File: src/rtl/qbert_move_scheduler_if.sv
// rtl/qbert_move_scheduler_if.sv - command, qbert-layer and status signals of the move scheduler
interface qbert_move_scheduler_if #(
  parameter int N_cube = 6
);
  logic              restart;
  logic              cmd_valid;
  logic [2:0]        cmd_dir;
  logic              cmd_ready;
  logic              done_move;
  logic [2:0]        qbert_jump;
  logic              nios_start_qbert;
  logic              bad_jump;
  logic [N_cube-1:0] top_color;
  logic [2:0]        qbert_rank;
  logic [2:0]        qbert_col;
  logic              level_done;
  logic              fell;
  logic              timeout_err;

  modport master (
    output restart, cmd_valid, cmd_dir, done_move,
    input  cmd_ready, qbert_jump, nios_start_qbert, bad_jump,
    input  top_color, qbert_rank, qbert_col, level_done, fell, timeout_err
  );

  modport slave (
    input  restart, cmd_valid, cmd_dir, done_move,
    output cmd_ready, qbert_jump, nios_start_qbert, bad_jump,
    output top_color, qbert_rank, qbert_col, level_done, fell, timeout_err
  );
endinterface

File: src/rtl/qbert_move_scheduler.sv
// rtl/qbert_move_scheduler.sv - sequences Q*bert jumps on the pyramid and tracks visited cubes
module qbert_move_scheduler #(
  parameter int N_rank  = 3,
  parameter int N_cube  = 6,
  parameter int TIMEOUT = 2000000
) (
  input  logic                  CLK_33,
  input  logic                  reset,
  qbert_move_scheduler_if.slave bus
);

  localparam int                CW       = $clog2(TIMEOUT + 1);
  localparam logic [CW-1:0]     TO_LAST  = CW'(TIMEOUT - 1);
  localparam logic signed [3:0] RANK_MAX = 4'(N_rank - 1);

  typedef enum logic [2:0] {
    S_IDLE,
    S_LAUNCH,
    S_WAIT,
    S_LAND,
    S_FALLEN,
    S_ERROR
  } state_t;

  state_t state, state_n;

  logic [2:0]        rank_r, col_r;
  logic [2:0]        tgt_rank, tgt_col;
  logic [4:0]        tgt_idx;
  logic              bad_r;
  logic [2:0]        jump_r;
  logic              bad_out_r;
  logic [N_cube-1:0] top_color_r;
  logic              level_done_r, fell_r, timeout_r;
  logic [CW-1:0]     to_cnt;
  logic              done_d, done_d2, done_rise;

  logic signed [3:0] dr, dc, tr, tc;
  logic              oob, dir_legal, accept;
  logic              cmd_ready_c, start_c;
  logic [N_cube-1:0] colour_set, colour_next;

  // First visible triangle number of each rank; index = base(rank) + col
  function automatic logic [4:0] cube_index(input logic [2:0] r, input logic [2:0] c);
    logic [4:0] base;
    case (r)
      3'd0:    base = 5'd0;
      3'd1:    base = 5'd1;
      3'd2:    base = 5'd3;
      3'd3:    base = 5'd6;
      3'd4:    base = 5'd10;
      3'd5:    base = 5'd15;
      3'd6:    base = 5'd21;
      default: base = 5'd28;
    endcase
    return base + {2'b00, c};
  endfunction

  // done_move may be a level; only its rising edge ends a move
  always_ff @(posedge CLK_33 or posedge reset) begin
    if (reset) begin
      done_d  <= 1'b0;
      done_d2 <= 1'b0;
    end else begin
      done_d  <= bus.done_move;
      done_d2 <= done_d;
    end
  end

  assign done_rise = done_d & ~done_d2;

  always_comb begin
    dr = 4'sd0;
    dc = 4'sd0;
    case (bus.cmd_dir)
      3'd1: dr = -4'sd1;
      3'd2: begin dr = -4'sd1; dc = -4'sd1; end
      3'd3: begin dr = 4'sd1;  dc = 4'sd1;  end
      3'd4: dr = 4'sd1;
      default: ;
    endcase
    tr  = $signed({1'b0, rank_r}) + dr;
    tc  = $signed({1'b0, col_r}) + dc;
    oob = (tr < 4'sd0) || (tr > RANK_MAX) || (tc < 4'sd0) || (tc > tr);
  end

  assign dir_legal = bus.cmd_dir inside {3'd1, 3'd2, 3'd3, 3'd4};
  assign accept    = (state == S_IDLE) && bus.cmd_valid && !bus.restart
                     && !level_done_r && dir_legal;

  always_comb begin
    colour_set = '0;
    for (int i = 0; i < N_cube; i++) begin
      colour_set[i] = (tgt_idx == 5'(i));
    end
    colour_next = top_color_r | colour_set;
  end

  always_ff @(posedge CLK_33 or posedge reset) begin
    if (reset) state <= S_IDLE;
    else       state <= state_n;
  end

  always_comb begin
    state_n = state;
    if (bus.restart) begin
      state_n = S_IDLE;
    end else begin
      case (state)
        S_IDLE:   if (accept) state_n = S_LAUNCH;
        S_LAUNCH: state_n = S_WAIT;
        S_WAIT: begin
          if (done_rise)              state_n = S_LAND;
          else if (to_cnt == TO_LAST) state_n = S_ERROR;
        end
        S_LAND:   state_n = bad_r ? S_FALLEN : S_IDLE;
        default:  state_n = state;
      endcase
    end
  end

  always_comb begin
    cmd_ready_c = (state == S_IDLE);
    start_c     = (state == S_LAUNCH);
  end

  always_ff @(posedge CLK_33 or posedge reset) begin
    if (reset) begin
      rank_r       <= '0;
      col_r        <= '0;
      tgt_rank     <= '0;
      tgt_col      <= '0;
      tgt_idx      <= '0;
      bad_r        <= 1'b0;
      jump_r       <= '0;
      bad_out_r    <= 1'b0;
      top_color_r  <= N_cube'(1);
      level_done_r <= 1'b0;
      fell_r       <= 1'b0;
      timeout_r    <= 1'b0;
      to_cnt       <= '0;
    end else if (bus.restart) begin
      rank_r       <= '0;
      col_r        <= '0;
      bad_r        <= 1'b0;
      jump_r       <= '0;
      bad_out_r    <= 1'b0;
      top_color_r  <= N_cube'(1);
      level_done_r <= 1'b0;
      fell_r       <= 1'b0;
      timeout_r    <= 1'b0;
      to_cnt       <= '0;
    end else begin
      if (accept) begin
        tgt_rank  <= tr[2:0];
        tgt_col   <= tc[2:0];
        tgt_idx   <= cube_index(tr[2:0], tc[2:0]);
        bad_r     <= oob;
        jump_r    <= bus.cmd_dir;
        bad_out_r <= oob;
      end
      if (state == S_LAUNCH) begin
        to_cnt <= '0;
      end
      if (state == S_WAIT) begin
        to_cnt <= to_cnt + CW'(1);
        if (!done_rise && to_cnt == TO_LAST) timeout_r <= 1'b1;
      end
      if (state == S_LAND) begin
        if (bad_r) begin
          fell_r <= 1'b1;
        end else begin
          rank_r      <= tgt_rank;
          col_r       <= tgt_col;
          top_color_r <= colour_next;
          bad_out_r   <= 1'b0;
          if (&colour_next) level_done_r <= 1'b1;
        end
      end
    end
  end

  assign bus.cmd_ready        = cmd_ready_c;
  assign bus.nios_start_qbert = start_c;
  assign bus.qbert_jump       = jump_r;
  assign bus.bad_jump         = bad_out_r;
  assign bus.top_color        = top_color_r;
  assign bus.qbert_rank       = rank_r;
  assign bus.qbert_col        = col_r;
  assign bus.level_done       = level_done_r;
  assign bus.fell             = fell_r;
  assign bus.timeout_err      = timeout_r;

endmodule

File: src/flat_wrapper.sv
// flat-port wrapper written by rule: the top's interface ports become plain ports
module qbert_move_scheduler_flat 
#(
  parameter int N_rank  = 3,
  parameter int N_cube  = 6,
  parameter int TIMEOUT = 2000000
)
  (CLK_33, reset, bus_restart, bus_cmd_valid, bus_cmd_dir, bus_done_move, bus_cmd_ready, bus_qbert_jump, bus_nios_start_qbert, bus_bad_jump, bus_top_color, bus_qbert_rank, bus_qbert_col, bus_level_done, bus_fell, bus_timeout_err);
  qbert_move_scheduler_if #(.N_cube(N_cube)) bus_i ();
  input  logic CLK_33;
  input  logic reset;
  input wire logic [$bits(bus_i.restart)-1:0] bus_restart;
  input wire logic [$bits(bus_i.cmd_valid)-1:0] bus_cmd_valid;
  input wire logic [$bits(bus_i.cmd_dir)-1:0] bus_cmd_dir;
  input wire logic [$bits(bus_i.done_move)-1:0] bus_done_move;
  output wire logic [$bits(bus_i.cmd_ready)-1:0] bus_cmd_ready;
  output wire logic [$bits(bus_i.qbert_jump)-1:0] bus_qbert_jump;
  output wire logic [$bits(bus_i.nios_start_qbert)-1:0] bus_nios_start_qbert;
  output wire logic [$bits(bus_i.bad_jump)-1:0] bus_bad_jump;
  output wire logic [$bits(bus_i.top_color)-1:0] bus_top_color;
  output wire logic [$bits(bus_i.qbert_rank)-1:0] bus_qbert_rank;
  output wire logic [$bits(bus_i.qbert_col)-1:0] bus_qbert_col;
  output wire logic [$bits(bus_i.level_done)-1:0] bus_level_done;
  output wire logic [$bits(bus_i.fell)-1:0] bus_fell;
  output wire logic [$bits(bus_i.timeout_err)-1:0] bus_timeout_err;
  assign bus_i.restart = bus_restart;
  assign bus_i.cmd_valid = bus_cmd_valid;
  assign bus_i.cmd_dir = bus_cmd_dir;
  assign bus_i.done_move = bus_done_move;
  assign bus_cmd_ready = bus_i.cmd_ready;
  assign bus_qbert_jump = bus_i.qbert_jump;
  assign bus_nios_start_qbert = bus_i.nios_start_qbert;
  assign bus_bad_jump = bus_i.bad_jump;
  assign bus_top_color = bus_i.top_color;
  assign bus_qbert_rank = bus_i.qbert_rank;
  assign bus_qbert_col = bus_i.qbert_col;
  assign bus_level_done = bus_i.level_done;
  assign bus_fell = bus_i.fell;
  assign bus_timeout_err = bus_i.timeout_err;
  qbert_move_scheduler #(.N_rank(N_rank), .N_cube(N_cube), .TIMEOUT(TIMEOUT)) u_core (.CLK_33(CLK_33), .reset(reset), .bus(bus_i));
endmodule
File: config.mk
export PLATFORM = sky130hd
export DESIGN_NAME = qbert_move_scheduler_flat
export DESIGN_NICKNAME = d
export VERILOG_FILES = /design/src/rtl/qbert_move_scheduler_if.sv /design/src/rtl/qbert_move_scheduler.sv /design/src/flat_wrapper.sv
export SDC_FILE = /design/constraint.sdc
export NUM_CORES = 1
export LEC_CHECK = 0
export BUFFER_PORTS_ARGS = -buffer_cell sky130_fd_sc_hd__buf_2
export CORE_ASPECT_RATIO = 2
export CORE_MARGIN = 2
export CORE_UTILIZATION = 35
export CTS_CLUSTER_DIAMETER = 40
export CTS_CLUSTER_SIZE = 28
export DETAILED_ROUTE_END_ITERATION = 16
export PLACE_DENSITY_LB_ADDON = 0.25
export SYNTH_ARGS = -nofsm -noshare
export SYNTH_HDL_FRONTEND = slang
export SYNTH_SLANG_ARGS = --single-unit
File: constraint.sdc
create_clock -name CLK_33 -period 5.6 [get_ports CLK_33]
set_clock_uncertainty 0.1 [all_clocks]
set_input_delay 0.56 -clock CLK_33 [delete_from_list [all_inputs] [get_ports CLK_33]]
set_output_delay 0.56 -clock CLK_33 [all_outputs]
set_load 0.05 [all_outputs]
==> flow_summary.json, run 1 <==
{
  "peakVddDrop_mv": 0.175,
  "die_y_um": 141,
  "cts_tree": "done",
  "cts_resized": 0,
  "reg2reg_from": "u_core.bus.qbert_rank[0]",
  "synth_flop_cell": "dfrtp_1",
  "syn_nets": 391,
  "cts.htree.levels": 3,
  "grt_pass1_vias": 2780,
  "yosys_warnings": 0,
  "wl_met1_um": 2920,
  "wl_met2_um": 4710,
  "yosysMostFrequentCell": "dfrtp_1",
  "cp_slowest_stage_delay_ns": 0.65,
  "first_pass_iters": 4,
  "antenna_found_initial": 0,
  "yosys-top-cells-count": "dfrtp_1 (56), nand2_1 (52), o21ai_0 (38)",
  "crit_chain": "buf_2 -> nor2_1 -> xnor2_1 -> ha_1 -> fa_1 -> inv_1 -> ha_1 -> a21o_1 -> a21o_1 -> a2111oi_0 -> a2111oi_0",
  "cpLargestDelayFamily": "adder cells",
  "num_antenna_cells": 0,
  "timing.final.crit_share_pct": 58.1,
  "worst_pin_slew_ns": 0.877,
  "setup_tns_ns": 0,
  "p_total_mw": 1.15,
  "grt.overflow.total": 0,
  "postCtsSetupBuffers": 0,
  "cp-end-kind": "flip-flop",
  "cp.required_ns": 5.65,
  "hpwl_um": 5770,
  "drt-total-wl_um": 8050,
  "min_from": "bus_done_move",
  "track_usage_pct": 17.3,
  "slew_headroom_pct": 41.1,
  "synthCells": 365,
  "cts_hold_buf": 0,
  "drc": 0,
  "report.final.setup_viol": 0,
  "route.vias.total": 2805,
  "cp-start-kind": "primary input",
  "ys_top_cells_by_area": "dfrtp_1 (43%), nand2_1 (6.0%), o21ai_0 (5.8%)",
  "place_congestion": 0.845,
  "critPathKind": "primary input to flip-flop",
  "nets": 414,
  "hold_viol": 0,
  "num_rows": 50,
  "maxCapViolCount": 0,
  "status": "finished clean",
  "ys_seq_elements": 57,
  "dr.first_iter.drc_count": 162,
  "worst-path-buf-inv": 2,
  "initial_core_util_pct": 35.4,
  "grt_pass1_wl_um": 13600,
  "async_reset_ff_share_pct": 100,
  "root_buffer": "clkbuf_16",
  "holdWs_ns": 0.242,
  "yosysTopAreaCell": "dfrtp_1",
  "cpMaxStageDelayCell": "fa_1",
  "slew_violations": 0,
  "dp.cells": 481,
  "netlist.area_leader.share_pct": 42.8,
  "path_clk_slew_ns": 0.05,
  "synthesis.area_um2": 3280,
  "final_cells": 497,
  "ys_types": 52,
  "wl_met3_um": 251,
  "fin_crit_ns": 3.25,
  "startpoint": "bus_cmd_dir[0]",
  "clock_sinks": 57,
  "numCtsBuffers": 9,
  "power.density_nw_per_um2": 305,
  "wl_per_cell_um": 16.2,
  "avgViaCountPerCell": 5.64,
  "rsz0062_at_grt": "no",
  "leakage_nw": 1.72,
  "area_delta_synth_final_pct": 15.2,
  "ant_nets": 0,
  "io_pins": 29,
  "synth_edf_count": 0,
  "layout-drive-gt1-share_pct": 13.2,
  "dp_slack_ns": 2.02,
  "finalWorstSetupSlack_ns": 2.35,
  "critPathArrivalTime_ns": 3.31,
  "io_buffers": 28,
  "max_freq_ghz": 0.307,
  "routed.top_layer": "met4",
  "die_w_um": 72.4,
  "hp-class": "primary input to flip-flop",
  "critPathMaxFanout": 6,
  "core_um2": 9260,
  "grt_start_max_net_pins": 58,
  "clockBufferDepth": 2,
  "yosysSeqAreaShare_pct": 43.6,
  "clkLatencyLatePin_ns": 0.33,
  "syn-mean-instance-area_um2": 8.98,
  "die_area_um2": 10200
}
## metrics by stage
stage / cell area [um^2] / utilization (%)
6_report: 3770 / 40.8
5_1_grt: 3770 / 40.8
4_1_cts: 3770 / 40.8
3_5_place_dp: 3480 / 37.6
3_3_place_gp: 3480 / 37.6
2_1_floorplan: 3280 / -
## cell families after synthesis
group	count (synthesis)	synth area share (%)
AND/OR/NAND/NOR	133	20.4
AO/OA/AOI/OAI	108	20.1
flip-flops	57	43.6
buffers and inverters	34	4.31
adder cells (fa/ha/maj)	19	7.87
XOR/XNOR	13	3.47
multiplexers	1	0.344
## placed cells by master (no fill, tap or decap), types with 3 or more instances in the layout
cell type   n
dfrtp_1    56
nand2_1    52
o21ai_0    38
buf_2      28
nor2_1     27
a21oi_1    22
ha_1       15
nand3_1    14
a31oi_1    14
inv_1      14
clkbuf_16   9
xnor2_1     8
o31ai_1     8
xor2_1      5
a21o_1      5
nor2b_1     5
nor4_1      5
nand4_1     5
and4_1      4
nor3_1      3
nand2b_1    3
and3_1      3
o211ai_1    3
fa_1        3
clkbuf_1    3
buf_4       3
## flip-flops by register name, indices dropped and copies added, names as in the netlist, 3 cells and up
signal / flops
u_core.bus.qbert_jump: 3
u_core.tgt_col: 3
u_core.tgt_idx: 5
u_core.bus.qbert_rank: 3
u_core.tgt_rank: 3
u_core.bus.qbert_col: 3
u_core.state: 3
u_core.bus.top_color: 6
u_core.to_cnt: 21
## report_power, final
part / switching, mW / internal, mW
registers: 0.0273 / 0.438
clock network: 0.181 / 0.355
logic: 0.0972 / 0.0521
total: 0.305 / 0.845
## routing by layer
metal,up-vias,global-route usage [%]
li1,1367,-
met1,1377,17.9
met2,49,32.3
met3,12,3.79
met4,0,7.21
met5,-,0
## area by class of cell
class                      count  area (um^2)
fill                         942         5480
multi-input combinational    274         1710
sequential                    57         1430
clock buffer                  13          250
timing repair buffer          31          163
tap                          104          130
inverter                      15         56.3
clock inverter                 3         40.0
## worst paths after layout
path	end	slack [ns]	depth (start not counted)
max	u_core.bus.bad_jump	2.35	11
min	u_core.done_d	0.24	1
max reg2reg	u_core.bus.bad_jump	2.60	8
min reg2reg	u_core.done_d2	0.29	0
max in group asynchronous	u_core.bus.qbert_col[2]	4.55	3
min in group asynchronous	u_core.to_cnt[17]	0.31	3
No activity file was read; power rests on OpenSTA's default activity.
==> inputs of run 2 (changes only) <==
--- a/config.mk
+++ b/config.mk
@@ -5,6 +5,7 @@
 export SDC_FILE = /design/constraint.sdc
 export NUM_CORES = 1
 export LEC_CHECK = 0
+export ABC_AREA = 1
 export BUFFER_PORTS_ARGS = -buffer_cell sky130_fd_sc_hd__buf_2
 export CORE_ASPECT_RATIO = 2
 export CORE_MARGIN = 2
==> constraint.sdc (replaced) <==
create_clock -name CLK_33 -period 3.19 [get_ports CLK_33]
set_clock_uncertainty 0.1 [all_clocks]
set_input_delay 0.319 -clock CLK_33 [delete_from_list [all_inputs] [get_ports CLK_33]]
set_output_delay 0.319 -clock CLK_33 [all_outputs]
set_load 0.05 [all_outputs]
==> flow_summary.json, run 2 <==
{
  "core_um2": 10000,
  "final_cells": 643,
  "synth_xor_area_share_pct": 0,
  "nets": 529,
  "yosysTopAreaCell": "dfrtp_1",
  "use_met2_pct": 32.4,
  "critPathArrivalTime_ns": 2.95,
  "dr.first_iter.drc_count": 143,
  "ys_types": 39,
  "critPathMaxFanout": 6,
  "num_antenna_cells": 0,
  "num_rows": 52,
  "slew_violations": 0,
  "regMostFlops": "u_core.to_cnt",
  "timing.final.crit_share_pct": 87.0,
  "mostFrequentLayoutCells": "nand2_1 (131), inv_1 (62), dfrtp_1 (56)",
  "initial_core_util_pct": 35.6,
  "numCtsBuffers": 9,
  "critPathKind": "primary input to flip-flop",
  "rsz0062_at_grt": "no",
  "status": "finished clean",
  "leakage_nw": 2.11,
  "root_buffer": "clkbuf_16",
  "cpMostUsedCell": "nand2_1",
  "cp-start-kind": "primary input",
  "dp.cells": 625,
  "syn_nets": 493,
  "die_area_um2": 11000,
  "min_from": "bus_cmd_dir[0]",
  "slew_headroom_pct": 63.9,
  "yosysMostFrequentCell": "nand2_1",
  "synth-compound-area-share_pct": 10.1,
  "reg2reg_from": "u_core.bus.qbert_rank[0]",
  "holdWs_ns": 0.200,
  "yosys-top-cells-count": "nand2_1 (131), inv_1 (63), dfrtp_1 (56)",
  "ys_seq_elements": 57,
  "path_clk_slew_ns": 0.06,
  "synthCells": 467,
  "cpMaxStageDelayCell": "fa_1",
  "io_pins": 29,
  "yosysSeqAreaShare_pct": 40.1,
  "synth_top_family_by_area": "simple AND/OR/NAND/NOR gates",
  "cpLargestDelayFamily": "adder cells",
  "final_common_cell": "nand2_1",
  "grt_start_max_net_pins": 32,
  "cp-end-kind": "flip-flop",
  "die_w_um": 75.3,
  "hold_viol": 0,
  "drc": 0,
  "synthSimpleGateAreaFrac_pct": 33.9,
  "max_freq_ghz": 0.360,
  "first_pass_iters": 4,
  "area_delta_synth_final_pct": 17.1,
  "worst_pin_slew_ns": 0.540,
  "drt-total-wl_um": 9190,
  "r2r_setup_slack_ns": 0.42,
  "cts_tree": "done",
  "setup_tns_ns": 0,
  "gr-max-usage-layer": "met2",
  "async_reset_ff_share_pct": 100,
  "crit_end": "u_core.tgt_idx[4]",
  "fin_crit_ns": 2.77,
  "synth_flop_cell": "dfrtp_1",
  "syn-mean-instance-area_um2": 7.63,
  "track_usage_pct": 18.5,
  "yosys_warnings": 0,
  "grt_util_met1_pct": 19.8,
  "route.vias.total": 3117,
  "cts_hold_buf": 2,
  "postCtsSetupBuffers": 0,
  "synth_edf_count": 0,
  "clkLatencyLatePin_ns": 0.33,
  "grt.overflow.total": 0,
  "antenna_found_initial": 0,
  "grt_pass1_vias": 3182,
  "place_congestion": 0.908,
  "clockBufferDepth": 2,
  "io_buffers": 28,
  "hpwl_um": 7100,
  "nFillCells": 1092,
  "p_total_mw": 3.10,
  "clock_sinks": 57,
  "cp_slowest_stage_delay_ns": 0.42,
  "grt_use_met3_pct": 3.66,
  "largest_register_ff_count": 21,
  "wl_per_cell_um": 14.3,
  "crit_chain": "buf_2 -> o21ai_0 -> nand2_1 -> ha_1 -> fa_1 -> inv_1 -> nand2_1 -> nand2_1 -> ha_1 -> fa_1 -> nand2_1 -> inv_1 -> o21ai_0 -> or2_0 -> nand3_1 -> nand2_1",
  "startpoint": "bus_cmd_dir[0]",
  "netlist.area_leader.share_pct": 39.3,
  "grt_pass1_wl_um": 15200,
  "worstRegToRegCells": 13,
  "power.density_nw_per_um2": 743,
  "peakVddDrop_mv": 0.440,
  "critical_path_depth": 16,
  "cts_resized": 0,
  "die_y_um": 147,
  "cts.htree.levels": 3,
  "synthMuxAreaShare_pct": 0,
  "hp-class": "primary input to flip-flop",
  "synth_fa_ha_area_share_pct": 6.95,
  "reg2reg_to": "u_core.tgt_idx[4]",
  "cp.required_ns": 3.36,
  "ys_top_cells_by_area": "dfrtp_1 (39%), nand2_1 (14%), inv_1 (6.6%)",
  "maxCapViolCount": 0,
  "synthesis.area_um2": 3560,
  "ant_nets": 0,
  "worst-path-buf-inv": 3,
  "finish.utilization_pct": 41.6,
  "report.final.setup_viol": 0,
  "layout-drive-gt1-share_pct": 17.9,
  "avgViaCountPerCell": 4.85
}
-- run 2: layout make-up --
cell class	count	area (um^2)	share of cell area, %
multi-input cells	333	1820	43.5
flip-flops and latches	57	1430	34.2
inverters	70	265	6.36
clock buffers	14	284	6.81
well taps	135	169	4.05
repair buffers	32	175	4.20
clock inverters	2	35.0	0.840
-- run 2: cell families after synthesis --
| kind of cell | count (synthesis) |
|---|---|
| AND/OR/NAND/NOR | 253 |
| buffers and inverters | 77 |
| AO/OA/AOI/OAI | 62 |
| flip-flops | 57 |
| adder cells (fa/ha/maj) | 18 |
-- run 2: worst min-delay path by stage --
stage,to,slack (ns),cells after the start
after floorplan,u_core.done_d,0.25,0
after global placement,u_core.done_d2,0.27,0
after detailed placement,u_core.done_d2,0.28,0
after CTS,u_core.bus.qbert_jump[0],0.19,3
after global routing,u_core.bus.qbert_jump[0],0.21,3
final,u_core.bus.qbert_jump[0],0.20,3
-- run 2: power by group --
group	total, mW	switching, mW	leakage [nW]	internal, mW
Clock	1.03	0.338	0.159	0.688
Combinational	1.12	0.792	1.18	0.331
Sequential	0.951	0.109	0.769	0.842
Total	3.10	1.24	2.11	1.86
-- run 2: per-stage QoR --
step,worst slack [ns],area (um^2)
finish,0.415,4170
global route,0.199,4170
CTS,0.442,4170
detailed placement,0.0945,3830
global placement,0.222,3830
floorplan,0.385,3560
-- run 2: worst min-delay path, delay by kind of cell --
family,cells,cell delay (ns)
AOI/OAI and AO/OA,1,0.07
buffers and inverters,2,0.20
-- run 2: per-layer routing --
layer / up-vias / wire length (um)
li1: 1586 / -
met1: 1452 / 3380
met2: 55 / 5140
met3: 24 / 282
met4: 0 / 389
met5: - / 0
